[config.mk]
export PLATFORM = sky130hd
export DESIGN_NAME = ifft4_stream
export DESIGN_NICKNAME = d
export VERILOG_FILES = /design/src/rtl/fft_pkg.sv /design/src/rtl/ifft_bfly2.sv /design/src/rtl/ifft4_stream.sv
export SDC_FILE = /design/constraint.sdc
export NUM_CORES = 1
export LEC_CHECK = 0
export BUFFER_PORTS_ARGS = -buffer_cell sky130_fd_sc_hd__buf_2
export CORE_ASPECT_RATIO = 1.4
export CORE_MARGIN = 2
export CORE_UTILIZATION = 60
export CTS_CLUSTER_DIAMETER = 100
export CTS_CLUSTER_SIZE = 28
export DETAILED_ROUTE_END_ITERATION = 6
export PLACE_DENSITY = 0.81
export SETUP_SLACK_MARGIN = 0.2
export SLEW_MARGIN = 0
export SYNTH_ARGS = -nofsm -noshare
export SYNTH_HDL_FRONTEND = slang
export SYNTH_SLANG_ARGS = --single-unit
[constraint.sdc]
create_clock -name clk -period 2.4 [get_ports clk]
set_input_delay 0.12 -clock clk [delete_from_list [all_inputs] [get_ports clk]]
set_output_delay 0.12 -clock clk [all_outputs]
set_load 0.03 [all_outputs]
[src/rtl/fft_pkg.sv]
// Shared definitions for the streaming radix-2 FFT/IFFT blocks.
// Contents: default component width, complex pack/unpack macros, FSM state encoding.
// Complex words are {re, im}. re is the upper half and im is the lower half. Both are two's complement.

`ifndef FFT_PKG_MACROS
`define FFT_PKG_MACROS
`define FFT_RE(d, w) d[2*(w)-1:(w)]
`define FFT_IM(d, w) d[(w)-1:0]
`define FFT_PACK(re, im) {re, im}
`endif

package fft_pkg;

   localparam int FFT_W = 4;

   typedef enum logic [1:0] {
      COLLECT = 2'd0,
      S1      = 2'd1,
      S2      = 2'd2,
      DRAIN   = 2'd3
   } fft_state_t;

endpackage

[src/rtl/ifft_bfly2.sv]
// Combinational radix-2 inverse butterfly: sum=(a+b')>>>1, diff=(a-b')>>>1, b' = rot_j ? j*b : b.
// Latency: 0 cycles (pure combinational). Backpressure: none, the caller registers the results.
// Ports: a, b (2W complex words), rot_j (apply +j to b), sum, diff (2W complex words).

module ifft_bfly2 import fft_pkg::*; #(
   parameter int W = FFT_W
) (
   input  logic [2*W-1:0] a,
   input  logic [2*W-1:0] b,
   input  logic           rot_j,
   output logic [2*W-1:0] sum,
   output logic [2*W-1:0] diff
);

   logic signed [W:0] ar, ai, br, bi;
   logic signed [W:0] bpr, bpi;
   logic signed [W:0] sr, si, dr, di;
   logic              unused_lsb;

   always_comb begin
      // Sign-extend to W+1 bits. Every add, subtract and negation below then fits without overflow.
      ar = {a[2*W-1], `FFT_RE(a, W)};
      ai = {a[W-1],   `FFT_IM(a, W)};
      br = {b[2*W-1], `FFT_RE(b, W)};
      bi = {b[W-1],   `FFT_IM(b, W)};
      // j*b = (-b.im, b.re). Negating in W+1 bits keeps -2^(W-1) representable.
      bpr = rot_j ? -bi : br;
      bpi = rot_j ?  br : bi;
      sr  = ar + bpr;
      si  = ai + bpi;
      dr  = ar - bpr;
      di  = ai - bpi;
   end

   // Dropping the LSB of the W+1-bit result is an arithmetic shift right by 1 (floor).
   assign sum  = `FFT_PACK(sr[W:1], si[W:1]);
   assign diff = `FFT_PACK(dr[W:1], di[W:1]);
   assign unused_lsb = ^{sr[0], si[0], dr[0], di[0]};

endmodule

[src/rtl/ifft4_stream.sv]
// Streaming 4-point inverse DFT. It takes bins X0..X3 in order and emits samples x0..x3 in order, scaled by 1/4.
// Latency: X3 accepted at edge E gives m_valid high after edge E+2. Collect and drain never overlap.
// Backpressure: s_ready is high only in COLLECT. While m_valid & ~m_ready, m_data/m_last/rd_idx hold.
// Ports: clk, rst (sync, active-high); s_valid/s_ready/s_data/s_last input bin stream;
//        m_valid/m_ready/m_data/m_last output sample stream; err is a one-cycle framing error pulse.

module ifft4_stream import fft_pkg::*; #(
   parameter int W = FFT_W
) (
   input  logic           clk,
   input  logic           rst,
   input  logic           s_valid,
   output logic           s_ready,
   input  logic [2*W-1:0] s_data,
   input  logic           s_last,
   output logic           m_valid,
   input  logic           m_ready,
   output logic [2*W-1:0] m_data,
   output logic           m_last,
   output logic           err
);

   fft_state_t     state;
   logic [1:0]     wr_idx;
   logic [1:0]     rd_idx;
   logic [2*W-1:0] in_buf [4];
   logic [2*W-1:0] stg    [4];  // A0, A1, B0, B1
   logic [2*W-1:0] xr     [4];  // x0..x3
   logic [2*W-1:0] a0, a1, b0, b1;
   logic [2*W-1:0] y0, y1, y2, y3;
   logic           in_hs, out_hs;

   // Stage 1: even bins and odd bins.
   ifft_bfly2 #(.W(W)) u_s1_even (.a(in_buf[0]), .b(in_buf[2]), .rot_j(1'b0), .sum(a0), .diff(a1));
   ifft_bfly2 #(.W(W)) u_s1_odd  (.a(in_buf[1]), .b(in_buf[3]), .rot_j(1'b0), .sum(b0), .diff(b1));
   // Stage 2: the odd-index outputs take the +j twiddle on B1.
   ifft_bfly2 #(.W(W)) u_s2_even (.a(stg[0]), .b(stg[2]), .rot_j(1'b0), .sum(y0), .diff(y2));
   ifft_bfly2 #(.W(W)) u_s2_odd  (.a(stg[1]), .b(stg[3]), .rot_j(1'b1), .sum(y1), .diff(y3));

   assign s_ready = (state == COLLECT);
   assign in_hs   = s_valid & s_ready;
   assign out_hs  = m_valid & m_ready;

   always_ff @(posedge clk) begin
      if (rst) begin
         state   <= COLLECT;
         wr_idx  <= 2'd0;
         rd_idx  <= 2'd0;
         m_valid <= 1'b0;
         m_data  <= '0;
         m_last  <= 1'b0;
         err     <= 1'b0;
         for (int i = 0; i < 4; i++) begin
            in_buf[i] <= '0;
            stg[i]    <= '0;
            xr[i]     <= '0;
         end
      end else begin
         err <= 1'b0;
         case (state)
            COLLECT: begin
               if (in_hs) begin
                  in_buf[wr_idx] <= s_data;
                  if (wr_idx == 2'd3) begin
                     // A missing s_last is flagged, but the frame is still processed.
                     state  <= S1;
                     wr_idx <= 2'd0;
                     err    <= ~s_last;
                  end else if (s_last) begin
                     // An early s_last drops the partial frame.
                     err    <= 1'b1;
                     wr_idx <= 2'd0;
                  end else begin
                     wr_idx <= wr_idx + 2'd1;
                  end
               end
            end
            S1: begin
               stg[0] <= a0;
               stg[1] <= a1;
               stg[2] <= b0;
               stg[3] <= b1;
               state  <= S2;
            end
            S2: begin
               xr[0]   <= y0;
               xr[1]   <= y1;
               xr[2]   <= y2;
               xr[3]   <= y3;
               // x0 is presented directly so m_valid rises at the same edge.
               m_valid <= 1'b1;
               m_data  <= y0;
               m_last  <= 1'b0;
               rd_idx  <= 2'd0;
               state   <= DRAIN;
            end
            DRAIN: begin
               if (out_hs) begin
                  if (rd_idx == 2'd3) begin
                     state   <= COLLECT;
                     m_valid <= 1'b0;
                     m_data  <= '0;
                     m_last  <= 1'b0;
                     rd_idx  <= 2'd0;
                  end else begin
                     rd_idx <= rd_idx + 2'd1;
                     m_data <= xr[rd_idx + 2'd1];
                     m_last <= (rd_idx == 2'd2);
                  end
               end
            end
            default: state <= COLLECT;
         endcase
      end
   end

endmodule

[After elaboration in Yosys (flattened, before gate mapping)]
Memory sizes are Yosys's and may differ from the RTL's.
Cells that the tools add are included.
Storage, ports and cells
  memories kept: 3
  output and inout bits: 12
  flip-flop bits (word level): 17
  word-level logic and storage cells: 104
  bits in writable memories: 96
Memories
  in_buf: depth 4, bits a word 8, rd ports 4, clocked after memory_dff 0, wr ports 4, RTL line ifft4_stream.sv:26  | logic [2*W-1:0] in_buf [4];
  stg: depth 4, bits a word 8, rd ports 4, clocked after memory_dff 0, wr ports 4, RTL line ifft4_stream.sv:27  | logic [2*W-1:0] stg [4];
  xr: depth 4, bits a word 8, rd ports 1, clocked after memory_dff 0, wr ports 4, RTL line ifft4_stream.sv:28  | logic [2*W-1:0] xr [4];
Operators by class
  multiplexer cells: 44
  reduce and logical (&&, ||, !) cells: 8
  $add $sub $neg: 19
  eq/ne operators: 10
  bitwise operators: 13
Operators by type and width (count)
  8-bit two-way mux: 11
  4-bit by 4-bit adder with 5-bit output: 7
  4-bit by 4-bit subtractor with 5-bit output: 7
  1-bit two-way mux: 19
  2-bit two-way mux: 9
  8-bit one-hot mux with 2 select lines: 1
  2-bit equality test (second input constant): 5
  1-bit OR: 8
  2-bit one-hot mux with 4 select lines: 1
  8-bit OR reduction: 1
  4-bit by 5-bit adder with 5-bit output: 1
  4-bit negator with 5-bit output: 1
  4-bit by 5-bit subtractor with 5-bit output: 1
  2-bit by 1-bit adder with 2-bit output (second input constant): 2
  2-bit by 1-bit != test with 1-bit output (second input constant): 2
  2-bit != test (second input constant): 2
  1-bit one-hot mux with 2 select lines: 2
  2-bit one-hot mux with 2 select lines: 1
  2-bit AND reduction: 2
  4-bit AND reduction: 1
  1-bit inverter: 3
  3-bit AND reduction: 1
  3-bit OR reduction: 1
  1-bit AND: 2
  other kinds (3): 3

[Longest topological paths before layout]
  depth after elaboration: 8
  gate-level depth with buffers: 9
  depth with buffers taken out: 9

[Modules after synthesis]
Synthesis repeated with hierarchy kept, for this count alone.
Second synthesis, totals
  cell total of the unflattened synthesis: 706
  area total of the unflattened synthesis: 7795.0 µm²
Modules (own cells, without submodules)
  ifft4_stream: area each 4752.1 µm², times used 1, seq. area each 3223.1 µm², cells each 334
  ifft_bfly2 at u_s1_even: area each 779.5 µm², times used 1, seq. area each 0.0 µm², cells each 93
  ifft_bfly2 at u_s2_even: area each 774.5 µm², times used 1, seq. area each 0.0 µm², cells each 94
  ifft_bfly2 at u_s2_odd: area each 749.5 µm², times used 1, seq. area each 0.0 µm², cells each 92
  ifft_bfly2 at u_s1_odd: area each 739.5 µm², times used 1, seq. area each 0.0 µm², cells each 93

[Worst setup path before layout]
OpenSTA, ideal clock, no wires.
  path kind: flip-flop to flip-flop
  start point: reg state[0]
  end point: mem in_buf[3][0] (netlist name), enable pin
  cell stages (with the launch flop): 5
  arrival: 1.650 ns
  setup time: 0.384 ns
  setup slack: 0.366 ns
  period minus slack after synthesis: 2.034 ns
  cell sequence: dfxtp_1 inv_1 ha_1 nand2_1 o21ai_0
RTL lines
  start: declaration: RTL line ifft4_stream.sv:23  | fft_state_t state;
  start signal: assignment: RTL line ifft4_stream.sv:46  | state <= COLLECT;
  start signal: assignment: RTL line ifft4_stream.sv:66  | state <= S1;
  start signal: assignment: RTL line ifft4_stream.sv:83  | state <= S2;
  end: declaration: RTL line ifft4_stream.sv:26

==> metrics.txt <==
vias in the first global route=4562; most common cell after layout, fill and taps aside=edfxtp_1; fmax=0.475 GHz; dpl ws=0.290 ns; endpoints failing setup=0; synth unique cells=50; Nets=705; share of flip-flops with an asynchronous set or reset=0%; Util after Layout=69.7%; CP startpoint=stg[3][0]; Worst slew margin=53.7%; H-tree lvl count=4; initial core utilization=approximately three fifths; DRC violations left=0; Setup TNS=0 ns; Die Wd=92.7 µm; pwr dens=918 mW/mm²; Startpoint Class=register; Final Max Slew Viols=0; Clock Path Buffers=2; clk slew on worst S/H paths=roughly 0.050 ns; Filler cells=757; hold_ws=0.0192 ns; Synth warnings=0; Die H=approximately 130 µm; leading area contributor after synthesis=edfxtp_1; initial drt markers=147; Pre-antenna DRT Iters=4; die area=0.0119 mm²; Worst EP required=~2.6 ns; min-delay src=s_data[5]; Max VDD drop=542 µV; share of layout cells above drive strength 1=14.1%; Worst-Skew Late Latency=0.42 ns; clock sink count=113; global-route wire length before repair=20900 µm; Routed WL per cell=about 16 µm; PortBufs=24; Final min period=2.10 ns; critical setup path kind=reg2reg; maximum fanout along the worst path=4; element type at the critical path end=register; Core Area=about 0.011 mm²; unrepaired setup endpoints after global routing=no; global route overflow=0; vias per cell=5.55; period utilisation layout=87.6%; final wirelength=12500 µm; CTS Buf Count=17; Setup Skew=0.00387 ns; CTS root buf=clkbuf_16; Hold Crit Class=in2reg; Post-synth EDFFs=between 90 and 100; outcome=finished, final reports clean; PnR worst setup slack=0.297 ns; Via Count=around 4300; Max-Cap Viols=0; I/O Pins=25; post-detail-place hpwl=between 9000 and 10000 µm; row cnt=45; commonest non-fill, non-tap cells in the layout=96 x edfxtp_1, 58 x ha_1, 55 x nor2_1; register area share after synthesis=around 49%; FF+latch count, synth=113; n_diodes=0; post-synth top area share=about 44%; syn_nets=667; ys flop type=edfxtp_1; All-Layer GR Usage=23.1%; CTS tree=done; P&R area growth vs syn=13.8%; Routed Antenna Nets=0; crit path DAT=2.26 ns; Worst R2R Start=stg[3][0]; GPL Wtd Cong=0.845; largest cells by area after synthesis=edfxtp_1 44%, ha_1 11%, dfxtp_1 5.1%, fa_1 4.8%, and2_1 3.6%; cells after synthesis=580; Mean Syn Cell Area=11.4 µm²; pin count of the biggest net entering global routing=33; final hold vios=0; mapped cell area=between 0.006 and 0.007 mm²; Leak=around 3.1 nW; slew at the pin with the worst max-slew slack=0.694 ns; initial antenna violation count=0
[per-layer routing]
layer,part of all wire [%],global-route usage (%)
met2,57,44.7
met1,37,23.1
met3,3.4,5.35
met5,0,0
met4,2.8,10.5
[flip-flops by register name (all words and copies together) (netlist names)]
register,count
m_last,1
state,2
wr_idx,2
err,1
xr,32
in_buf,32
stg,32
rd_idx,2
m_valid,1
m_data,8
[final cells by class]
| type | count | area (µm²) | share of cell area [%] |
|---|---|---|---|
| Clock buffer | 17 | 425 | 5.65 |
| Clock inverter | 14 | 191 | 2.54 |
| Inverter | 54 | 203 | 2.69 |
| Multi-Input combinational cell | 398 | 3110 | 41.3 |
| Sequential cell | 113 | 3220 | 42.8 |
| Tap cell | 141 | 176 | 2.34 |
| Timing Repair Buffer | 34 | 198 | 2.63 |
[critical path, stage by stage (launching register included)]
cell      delay [ns]
edfxtp_1        0.38
inv_1           0.06
ha_1            0.35
fa_1            0.48
o21bai_1        0.17
a21o_1          0.15
nand3_1         0.08
nor3b_1         0.17
[power breakdown]
group / internal (mW) / switching [mW] / total, mW
sequential: 2.42 / 0.163 / 2.59
combinational: 0.704 / 0.996 / 1.70
clock: 1.72 / 0.904 / 2.63
[cell usage after synthesis, drive strengths merged (2+ instances only)]
master and n:
o21bai 11, clkbuf 9, inv 54, xnor2 15, nor4 4, mux2i 17, a21o 6, and2 38
nand2b 8, or3 2, nand3 7, or2 5, a21oi 39, a311oi 3, mux4 8, nand2 32
nor3b 3, a22oi 3, o21ai 12, o31ai 2, nor2b 21, buf 6, ha 58, nor3 18
dfxtp 17, nor2 55, o21a 2, fa 16, a2111oi 4, edfxtp 96
[worst paths after layout]
path	endpoint	slack (ns)	depth (start not counted)
hold reg to reg	m_data[4]	0.49	2
setup / recovery	xr[3][7]	0.30	7
hold / removal	in_buf[3][5]	0.02	2
setup reg to reg	xr[3][7]	0.30	7
[cell families (layout without fill, tap and decap cells)]
family	Yosys count	in the layout	share of synthesized area, %
xor gates and xnor gates	15	15	1.99
AOI/OAI and AO/OA	89	89	8.65
DFF	113	113	48.7
adders and majority gates	74	74	15.8
buffers and inverters	69	119	4.31
muxes	25	25	5.30
and+or+nand+nor	195	195	15.2
[per-stage QoR]
step / area [µm²] / std cells / total power [mW]
2_1_floorplan: 6610 / 580 / 3.86
4_1_cts: 7510 / 770 / 6.92
3_5_place_dp: 6890 / 738 / 4.28
5_1_grt: 7530 / 771 / 7.26
6_report: 7530 / 771 / 6.91
3_3_place_gp: 6890 / 738 / 4.19
[what timing repair did]
item | in CTS | in global routing
hold endpoints to repair | 1 | 0
resized for setup | 0 | 1
setup endpoints to repair | 0 | 2
buffers inserted | 0 | 1
hold buffers | 1 | 0
Note: power is estimated with default switching activity, not from simulation.
